--- config.mk ---
export PLATFORM = sky130hd
export DESIGN_NAME = neuron_mac
export DESIGN_NICKNAME = d
export VERILOG_FILES = /design/src/rtl/neuron_mac_pkg.sv /design/src/rtl/neuron_mac_sat_add.sv /design/src/rtl/neuron_mac.sv
export SDC_FILE = /design/constraint.sdc
export NUM_CORES = 1
export LEC_CHECK = 0
export CAP_MARGIN = 15
export CORE_MARGIN = 2
export CORE_UTILIZATION = 55
export CTS_BUF_LIST = sky130_fd_sc_hd__clkbuf_8
export CTS_CLUSTER_DIAMETER = 40
export DETAILED_ROUTE_END_ITERATION = 8
export PLACE_DENSITY = 0.74
export SLEW_MARGIN = 10
export SYNTH_ARGS = -nofsm -noshare
export SYNTH_HDL_FRONTEND = slang
export SYNTH_SLANG_ARGS = --single-unit
--- constraint.sdc ---
create_clock -name clk -period 7.69 [get_ports clk]
set_clock_uncertainty 0.05 [all_clocks]
set_input_delay 1.538 -clock clk [delete_from_list [all_inputs] [get_ports clk]]
set_output_delay 1.538 -clock clk [all_outputs]
set_load 0.05 [all_outputs]
--- src/rtl/neuron_mac_pkg.sv ---
// Shared defaults for the neuron MAC: fixed-point format, memory depth and
// the saturation limits of the default Q8.8 data path.
package neuron_mac_pkg;

  localparam int DATA_WIDTH = 16;
  localparam int FRAC_BITS  = 8;
  localparam int NUM_WEIGHT = 3;
  localparam int ADDR_WIDTH = 5;

  localparam logic [DATA_WIDTH-1:0] SAT_MAX = 16'h7FFF;
  localparam logic [DATA_WIDTH-1:0] SAT_MIN = 16'h8000;

endpackage

--- src/rtl/neuron_mac_sat_add.sv ---
// Combinational signed adder that clamps to the most positive / most negative
// representable value instead of wrapping.
module sat_add #(
  parameter int width = 16
) (
  input  logic [width-1:0] a,
  input  logic [width-1:0] b,
  output logic [width-1:0] sum
);

  localparam logic [width-1:0] max_val = {1'b0, {(width-1){1'b1}}};
  localparam logic [width-1:0] min_val = {1'b1, {(width-1){1'b0}}};

  logic [width:0] sum_full;

  assign sum_full = {a[width-1], a} + {b[width-1], b};

  // NOTE: every path of an always_comb assigns sum, so no latch can be inferred.
  always_comb begin
    sum = sum_full[width-1:0];
    // Overflow shows up as the extra sign bit disagreeing with the result sign.
    if (sum_full[width] != sum_full[width-1])
      sum = sum_full[width] ? min_val : max_val;
  end

endmodule

--- src/rtl/neuron_mac.sv ---
// Four-stage fixed-point neuron: fetch weight, multiply, accumulate, add bias.
// Each vector of numWeight inputs yields one saturated sum with a valid pulse.
module neuron_mac
  import neuron_mac_pkg::*;
#(
  parameter int numWeight    = NUM_WEIGHT,
  parameter int addressWidth = ADDR_WIDTH,
  parameter int dataWidth    = DATA_WIDTH,
  parameter int fracBits     = FRAC_BITS
) (
  input  logic                    clk,
  input  logic                    rst,
  input  logic [dataWidth-1:0]    myinput,
  input  logic                    myinputValid,
  input  logic [dataWidth-1:0]    biasIn,
  input  logic                    biasValid,
  output logic                    ren,
  output logic [addressWidth-1:0] radd,
  input  logic [dataWidth-1:0]    weightIn,
  output logic [dataWidth-1:0]    out,
  output logic                    outvalid
);

  localparam logic [dataWidth-1:0]    max_val  = {1'b0, {(dataWidth-1){1'b1}}};
  localparam logic [dataWidth-1:0]    min_val  = {1'b1, {(dataWidth-1){1'b0}}};
  localparam logic [addressWidth-1:0] last_idx = addressWidth'(numWeight - 1);

  logic [addressWidth-1:0] addr_cnt;
  logic [addressWidth-1:0] prod_cnt;
  logic [dataWidth-1:0]    in_r;
  logic [dataWidth-1:0]    prod_r;
  logic [dataWidth-1:0]    prod_sat;
  logic [dataWidth-1:0]    acc;
  logic [dataWidth-1:0]    acc_sum;
  logic [dataWidth-1:0]    bias_r;
  logic [dataWidth-1:0]    biased;
  logic                    v1, v2, v3;

  logic signed [2*dataWidth-1:0] prod_full;
  logic signed [2*dataWidth-1:0] prod_shift;
  logic        [dataWidth:0]     prod_upper;

  assign ren  = myinputValid;
  assign radd = addr_cnt;

  assign prod_full  = $signed(in_r) * $signed(weightIn);
  assign prod_shift = prod_full >>> fracBits;
  assign prod_upper = prod_shift[2*dataWidth-1:dataWidth-1];

  // The shifted product fits only if all bits above the result are sign copies.
  always_comb begin
    prod_sat = prod_shift[dataWidth-1:0];
    if (!((&prod_upper) || !(|prod_upper)))
      prod_sat = prod_upper[dataWidth] ? min_val : max_val;
  end

  sat_add #(.width(dataWidth)) u_acc_add (
    .a   (acc),
    .b   (prod_r),
    .sum (acc_sum)
  );

  sat_add #(.width(dataWidth)) u_bias_add (
    .a   (acc),
    .b   (bias_r),
    .sum (biased)
  );

  // NOTE: state uses non-blocking assignments so every stage samples the
  // pre-edge values of the others; this is what lets stage 4 read the old
  // sum and old bias while stage 3 reloads the accumulator on the same edge.
  always_ff @(posedge clk or posedge rst) begin
    if (rst) begin
      addr_cnt <= '0;
      prod_cnt <= '0;
      in_r     <= '0;
      prod_r   <= '0;
      acc      <= '0;
      bias_r   <= '0;
      v1       <= 1'b0;
      v2       <= 1'b0;
      v3       <= 1'b0;
      out      <= '0;
      outvalid <= 1'b0;
    end else begin
      if (biasValid)
        bias_r <= biasIn;

      v1 <= myinputValid;
      if (myinputValid) begin
        in_r     <= myinput;
        addr_cnt <= (addr_cnt == last_idx) ? '0 : addr_cnt + 1'b1;
      end

      v2 <= v1;
      if (v1)
        prod_r <= prod_sat;

      v3 <= v2 && (prod_cnt == last_idx);
      if (v2) begin
        acc      <= (prod_cnt == '0) ? prod_r : acc_sum;
        prod_cnt <= (prod_cnt == last_idx) ? '0 : prod_cnt + 1'b1;
      end

      outvalid <= v3;
      if (v3)
        out <= biased;
    end
  end

endmodule

======== Word level (Yosys, flattened, before mapping) ========
Cells that the tools add are included.
word-level totals
  register bits after elaboration ......... 94
  output and inout bits ................... 23
  logic and storage cells ................. 35
cells by class
  add/subtract/negate cells ............... 4
  multiply operators ...................... 1
  equality and inequality tests ........... 4
  mux-type cells .......................... 9
  reductions and logical operators ........ 6
operators by type and width
  kind                   number
  $mux W16               7
  $add A16 B16 Y17       2
  $mul A16 B16 Y32       1
  $add A5 B1 Y5 const B  2
  $eq A5 B2 Y1 const B   2
  $mux W5                2
  $reduce_and A9 Y1      1
  $reduce_or A9 Y1       1
  $logic_not A5 Y1       1
  $ne A1 B1 Y1           2
  $logic_and A1 B1 Y1    1
  $logic_not A1 Y1       1
  $logic_or A1 B1 Y1     1

======== Logic depth before layout (Yosys ltp) ========
Gate-level depths: netlist (run 1).
  depth in word-level cells ............... 5
  depth in mapped cells ................... 27
  depth with buffers taken out ............ 25

======== Hierarchy ========
From an unflattened synthesis (run 1), not the netlist that was laid out.
second synthesis, totals
  cells, all modules ...................... 1695
  area, all modules ....................... 16047.9 µm²
modules (own cells, without submodules)
  module      instances  cells an instance  area an instance (µm²)  seq. area each (µm²)
  neuron_mac  1          1395               13768.2                 2352.3
  sat_add     2          150                1139.8                  0.0

======== Least setup slack after synthesis (run 1) ========
OpenSTA, ideal clock, no wires.
  path type ............................... in2reg
  start ................................... input weightIn[1]
  end ..................................... register prod_r[0]
  setup time .............................. 99 ps
  arrival ................................. 7682 ps
  data required time ...................... 7541 ps
  slack ................................... -141 ps
  stages on the path ...................... 24
  buffers on the path ..................... 3
  cells stage by stage .................... clkbuf_1 nand2_1 inv_1 fa_1 inv_1 fa_1 inv_1 fa_1 fa_1 fa_1 inv_1 fa_1 inv_1 ha_1 clkbuf_1 o211ai_1 o21ai_0 mux2_2 a311oi_1 nand4_1 nor4_2 nor3b_2 buf_6 a311oi_1
between the ends
  word-level cells in the longest chain between the ends .. 5
  elaborated cells between the ends (all ways) .. 7
  those cells by class .................... mul: 1; mux: 2; reduce/logical: 4
ends and longest elaborated chain
  what                    RTL line          source
  start: declaration      neuron_mac.sv:19  input logic [dataWidth-1:0] weightIn,
  $mul A16 B16 Y32 (*)    neuron_mac.sv:46  assign prod_full = $signed(in_r) * $signed(weightIn);
  $reduce_or A9 Y1        neuron_mac.sv:53  if (!((&prod_upper) || !(|prod_upper)))
  $logic_not A1 Y1        neuron_mac.sv:53
  $logic_or A1 B1 Y1      neuron_mac.sv:53
  $mux W16 (*)            neuron_mac.sv:53
  end signal: assignment  neuron_mac.sv:97  prod_r <= prod_sat;
  end: declaration        neuron_mac.sv:31  logic [dataWidth-1:0] prod_r;
Every way passes the cells marked *; elsewhere a longest branch is shown, timed or not.
A chain may end at the register's enable or synchronous reset.

======== Worst setup path in the final report (run 1) ========
  start ................................... input weightIn[3]
  end ..................................... register prod_r[4]
The elaborated chain is that of the path after synthesis.

==> results of run 1 <==
-- synthesized netlist by cell type, drive strengths merged (8+ instances only) --
| cell | count | share of area |
|---|---|---|
| buf | 8 | 0.0031 |
| o21ai | 41 | 0.014 |
| and2 | 119 | 0.049 |
| a311oi | 17 | 0.0098 |
| nor3 | 18 | 0.0062 |
| a21o | 20 | 0.0099 |
| nor2 | 89 | 0.022 |
| a221oi | 11 | 0.0063 |
| or3 | 8 | 0.0036 |
| xor2 | 16 | 0.0092 |
| a211oi | 13 | 0.0067 |
| o21bai | 9 | 0.0044 |
| nand2 | 149 | 0.037 |
| xnor2 | 37 | 0.021 |
| dfrtp | 94 | 0.15 |
| fa | 263 | 0.35 |
| o21a | 13 | 0.0064 |
| clkbuf | 53 | 0.013 |
| nand4 | 9 | 0.0037 |
| ha | 116 | 0.095 |
| o22ai | 15 | 0.0062 |
| inv | 326 | 0.080 |
| nand2b | 12 | 0.0049 |
| a21oi | 52 | 0.017 |
| nand3 | 16 | 0.0053 |
| mux2 | 36 | 0.027 |
-- final cells by class --
cell class / count / area (sq um) / share of cell area
clock buffer: 9 / 124 / 0.00673
clock inverter: 7 / 81.3 / 0.00442
inverter: 326 / 1230 / 0.0670
multi-input combinational: 1153 / 12000 / 0.653
sequential: 94 / 2350 / 0.128
tap: 372 / 465 / 0.0253
timing repair buffer: 241 / 2130 / 0.116
-- path summary, 6_finish.rpt --
kind,slack [ps],end,cells past startpoint,start
worst max-delay path,170,prod_r[4],24,weightIn[3]
min in group asynchronous,1440,out[12],2,rst
worst min register to register,440,prod_cnt[4],1,prod_cnt[4]
max in group asynchronous,4970,prod_cnt[0],3,rst
worst max register to register,690,prod_r[4],24,in_r[15]
worst min-delay path,440,prod_cnt[4],1,prod_cnt[4]
-- critical path: cells and delay by family --
family / cells / cell delay (ps)
buffers and inverters: 6 / 840
AOI/OAI and AO/OA: 8 / 1420
adders and majority gates: 7 / 3390
and+or+nand+nor: 3 / 530
-- cells in the final DEF (no fill, tap or decap), drive strengths merged, types with 17 or more instances in the layout --
master / synthesis / routed
dfrtp: 94 / 94
nand2: 149 / 149
o21ai: 41 / 41
buf: 8 / 167
mux2: 36 / 36
xnor2: 37 / 37
a21oi: 52 / 52
clkdlybuf4s50: 0 / 59
a21o: 20 / 20
nor3: 18 / 18
and2: 119 / 119
ha: 116 / 116
inv: 326 / 331
nor2: 89 / 89
fa: 263 / 263
a311oi: 17 / 17
-- stage by stage --
step	worst slack, ps	hold WS [ps]
after global placement	-983	413
after global routing	-67.8	449
after detailed placement	-1090	417
final	170	437
after floorplan	6.68	302
after CTS	-107	439
-- flip-flops by register name (all words and copies together) (netlist names) --
| name | count |
|---|---|
| out | 16 |
| acc | 16 |
| v1 | 1 |
| outvalid | 1 |
| radd | 5 |
| bias_r | 16 |
| prod_r | 16 |
| v3 | 1 |
| v2 | 1 |
| prod_cnt | 5 |
| in_r | 16 |
-- per-layer routing --
layer  GRT usage  routed length (um)  up-vias
li1            -                   -     5549
met1       0.367               16000     6135
met2       0.467               18600      411
met4      0.0788                1010        0
met5           0                   0        -
met3      0.0265                2050       70
-- cell families after synthesis --
kind of cell,count (synthesis),synth area share
AO/OA/AOI/OAI,237,0.106
multiplexers,37,0.0273
buffers and inverters,387,0.0965
XOR/XNOR,53,0.0305
adder cells (fa/ha/maj),382,0.443
flip-flops,94,0.154
AND/OR/NAND/NOR,444,0.143
-- repair_timing --
action | CTS | global route
gates cloned | 0 | 2
hold buffers | 0 | 0
pin swaps | 36 | 54
gates resized for setup | 59 | 124
setup buffers | 5 | 15
setup endpoints to repair | 15 | 16
==> impl_results.md, run 1 <==
- Status: finished, final reports clean
- Clk root buf: clkbuf_8
- Final Cycle Share: 0.978
- Fin util: 0.679
- WL final: 37,600 um
- Number of enable flip-flop cells after synthesis: 0
- Initial Utilization: 0.562
- # IOs: 75
- Hpwl dp: 29,900 um
- Final GP Congestion: 0.899
- DR WL/cell: 17.1 um
- Drt pass-1 iters: 6
- Hold Fails Final Rpt: 0
- Cell Area, Placed: 17,400 sq um
- Slew margin rel.: 0.333
- Sink Count: 94
- Crit end category: flip-flop
- Clk pin slew, worst setup/hold paths: between 100 and 150 ps
- Final setup violation count: 0
- Gr ovfl total: 0
- Fillcell total: 2,033
- Worst setup SP type: input pin
- CTS buffer count: 9
- Slowest library cell on the worst path: fa_2
- Worst path required time: 7890 ps
- Vias in the first global route: 12,800
- WS Path Type: in -> reg
- H-tree depth: 3
- Area delta synth->final: 20.8%
- DIE AREA: 29,100 sq um
- Avg Cell Area, Syn: slightly above 9 sq um
- Crit path max fanout: 8
- Max frequency: 133 MHz
- Layout Cells excl Fill: 2,202
- Max Buffers Root-to-Sink: 2
- Least-Margin Pin Slew: 988 ps
- Synthesized instance count: 1,634
- Die width: 170 um
- Ys Warns: 0
- Vias: 12,200
- DRC viols: 0
- Port-buffer cells: 74
- Arrival time worst endpoint: 7720 ps
- Setup TNS: 0 ps
- Worst path max stage delay: just under 700 ps
- Nets@finish: around 2,300
- #FFs+latches synth: 94
- Worst hold-check path type: reg -> reg
- Clock tree from TritonCTS: yes
- Crit-path cells: clkbuf_2, and2_1, fa_2, fa_1, fa_2, fa_2, fa_1, inv_1, fa_1, inv_2, ha_4, a21oi_1, a21boi_1, a311oi_2, buf_4, o31ai_4, o211ai_1, a211oi_2, buf_4, nor3_2, nand4_1, o21ai_2, clkbuf_16, a311oi_1
- Final min period: 7520 ps
- Gr usage total: 0.271
- Core ar.: 27,100 sq um
- Count of different cell masters after synthesis: 62
- Clock network latency to the later pin of the worst-skew pair: 410 ps
- Largest net degree at the start of global routing: between 60 and 70
- Initial antenna violation count: 0
- Post-synthesis sequential area ratio: 0.154
- Top FF cell, synth: dfrtp_1
- Die Y: 170 um
- Placed cells: 2,165
- Number of vias per cell: about 5.5
- Mapped Nets: 2,065
- # rows: 60
- Number of max-cap violations: 0
- Post-route cell area: around 18,000 sq um
- Mapped Area: 15,200 sq um
- Fin. max-slew vios: 0
- Async SR Flop Fraction: 1.00
- Layout cells sized above 1: 0.189
- First-pass GRT wire length: 62,300 um
- DRT iter0 DRCs: 951
- Post-DRT Antenna Nets: 0
- Ant. Diodes: 0
Power of run 1 is not shown: default switching activity piles up to over one toggle a cycle in this logic, so the estimate is an artifact.
==> inputs of run 2 (changes only) <==
--- a/config.mk
+++ b/config.mk
@@ -11,7 +11,7 @@
 export CTS_BUF_LIST = sky130_fd_sc_hd__clkbuf_8
 export CTS_CLUSTER_DIAMETER = 40
 export DETAILED_ROUTE_END_ITERATION = 8
-export PLACE_DENSITY = 0.74
+export PLACE_DENSITY = 0.78
 export SLEW_MARGIN = 10
 export SYNTH_ARGS = -nofsm -noshare
 export SYNTH_HDL_FRONTEND = slang
==> impl_results.md, run 2 (synthesized netlist as in run 1, its figures left out) <==
- RSZ-0062 raised after global routing: true
- Vias: 12,400 (+2.2%)
- Clock network latency to the later pin of the worst-skew pair: 400 ps (about the same)
- DRT iter0 DRCs: 1,126 (+18%)
- # IOs: 75 (unchanged)
- Initial Utilization: 0.562 (unchanged)
- WL final: 39,100 um (+3.9%)
- Crit path max fanout: 8 (unchanged)
- First-pass GRT wire length: 65,400 um (+5.0%)
- Worst path required time: 7930 ps (+40 ps)
- Met3 Use GR: 0.0416 (+0.0151)
- Fillcell total: 1,958 (-3.7%)
- DRC viols: 0 (unchanged)
- H-tree depth: 3 (unchanged)
- Hold buffer count at cts: 0 (unchanged)
- Sink Count: 94 (unchanged)
- Most frequent cells in the layout: inv_1 (299), fa_1 (255), buf_4 (151)
- Least-Margin Pin Slew: 1190 ps (+198 ps)
- WP buf/inv: 13 (+7)
- Most common cell after layout, fill and taps aside: inv_1
- CP most frequent cell: fa_1
- Layout cells sized above 1: 0.208 (+0.0189)
- Vias in the first global route: 13,400 (+5.4%)
- # rows: 60 (unchanged)
- Gr ovfl total: 0 (unchanged)
- Slowest library cell on the worst path: fa_1
- Largest net degree at the start of global routing: 61 (-1.6%)
- DIE AREA: 29,100 sq um (unchanged)
- Final GP Congestion: 0.977 (+8.6%)
- Fin. max-slew vios: 0 (unchanged)
- Die Y: 170 um (unchanged)
- Max Buffers Root-to-Sink: 2 (unchanged)
- WS Path Type: in -> reg
- Slew margin rel.: 0.209 (-0.124)
- Register area: 2350 sq um (unchanged)
- Crit end category: flip-flop
- Number of max-cap violations: 0 (unchanged)
- Final min period: 7620 ps (+95.1 ps)
- Ant. Diodes: 0 (unchanged)
- Core ar.: 27,100 sq um (unchanged)
- Cell Area, Placed: 17,200 sq um (-0.66%)
- Crit path max-delay family: adder cells
- Arrival time worst endpoint: 7850 ps (+130 ps)
- GR Layer Usage met2: 0.483 (+0.0157)
- Clock tree from TritonCTS: yes
- Port-buffer cells: 74 (unchanged)
- Initial antenna violation count: 0 (unchanged)
- DR WL/cell: 17.6 um (+2.9%)
- Area delta synth->final: 21.7%
- Clk root buf: clkbuf_8
- CTS buffer count: 9 (unchanged)
- Final Cycle Share: 0.990 (+0.0124)
- Gr usage total: 0.285 (+0.0139)
- Worst hold-check path type: reg -> reg
- Nets@finish: 2,277 (+0.93%)
- Status: finished, final reports clean
- GRT Max-Usage Layer: met2
- Die width: 170 um (unchanged)
- Number of vias per cell: 5.59 (+1.2%)
- Worst path max stage delay: 550 ps (-130 ps)
- Worst setup SP type: input pin
- Hold Fails Final Rpt: 0 (unchanged)
- Clk pin slew, worst setup/hold paths: 100 ps (about the same)
- Met1 Use GR: 0.378 (+0.0108)
- Multi-input gate area: 12,000 sq um (+0.11%)
- Post-DRT Antenna Nets: 0 (unchanged)
- Max frequency: 131 MHz (-1.2%)
- Drt pass-1 iters: 6 (unchanged)
- Post-route cell area: 18,500 sq um (+0.76%)
- Hpwl dp: 29,800 um (-0.60%)
- Final setup violation count: 0 (unchanged)
==> run 2: layout make-up <==
cell class	instances	share of cell area
timing repair buffer	262	0.122
clock buffer	10	0.00742
sequential	94	0.127
tap	372	0.0251
multi-input combinational	1153	0.649
clock inverter	6	0.00337
inverter	326	0.0665
==> run 2: per-layer routing <==
metal  routed length, um  share of wire
met1               16000           0.41
met3                2590          0.066
met5                   0              0
met2               19300           0.49
met4                1200          0.031
==> run 2: timing repair <==
item | in CTS | in global routing
setup endpoints to repair | 15 | 15
pin swaps | 56 | 75
gates cloned | 6 | 0
hold endpoints to repair | 0 | 0
gates resized for setup | 105 | 116
buffers inserted | 28 | 22
==> run 2: final timing paths <==
kind	startpoint	endpoint	slack, ps	depth (start not counted)
worst max-delay path	weightIn[10]	prod_r[14]	70	30
worst min-delay path	prod_cnt[4]	prod_cnt[4]	440	1
worst max register to register	in_r[15]	prod_r[14]	490	24
worst min register to register	prod_cnt[4]	prod_cnt[4]	440	1
max in group asynchronous	rst	acc[1]	4990	3
min in group asynchronous	rst	out[12]	1450	2
==> run 2: per-stage QoR <==
step | hold slack, ps | util | worst slack (ps) | cells | TNS [ps]
after floorplan | 302 | - | 6.68 | 1634 | 0
after global placement | 419 | 0.636 | -938 | 2153 | -14100
after detailed placement | 415 | 0.636 | -1070 | 2153 | -16100
after CTS | 433 | 0.671 | -8.04 | 2203 | -22.8
after global routing | 456 | 0.684 | -83.6 | 2223 | -752
final | 437 | 0.684 | 74.5 | 2223 | 0
Power of run 2 is left out for the same reason.
==> inputs of run 3 (changes only) <==
--- a/config.mk
+++ b/config.mk
@@ -10,6 +10,7 @@
 export CORE_UTILIZATION = 55
 export CTS_BUF_LIST = sky130_fd_sc_hd__clkbuf_8
 export CTS_CLUSTER_DIAMETER = 40
+export CTS_CLUSTER_SIZE = 16
 export DETAILED_ROUTE_END_ITERATION = 8
 export PLACE_DENSITY = 0.78
 export SLEW_MARGIN = 10
==> results of run 3 <==
Final layout, timing and power as in run 2 (identical DEF).
Power of run 3 is left out for the same reason.
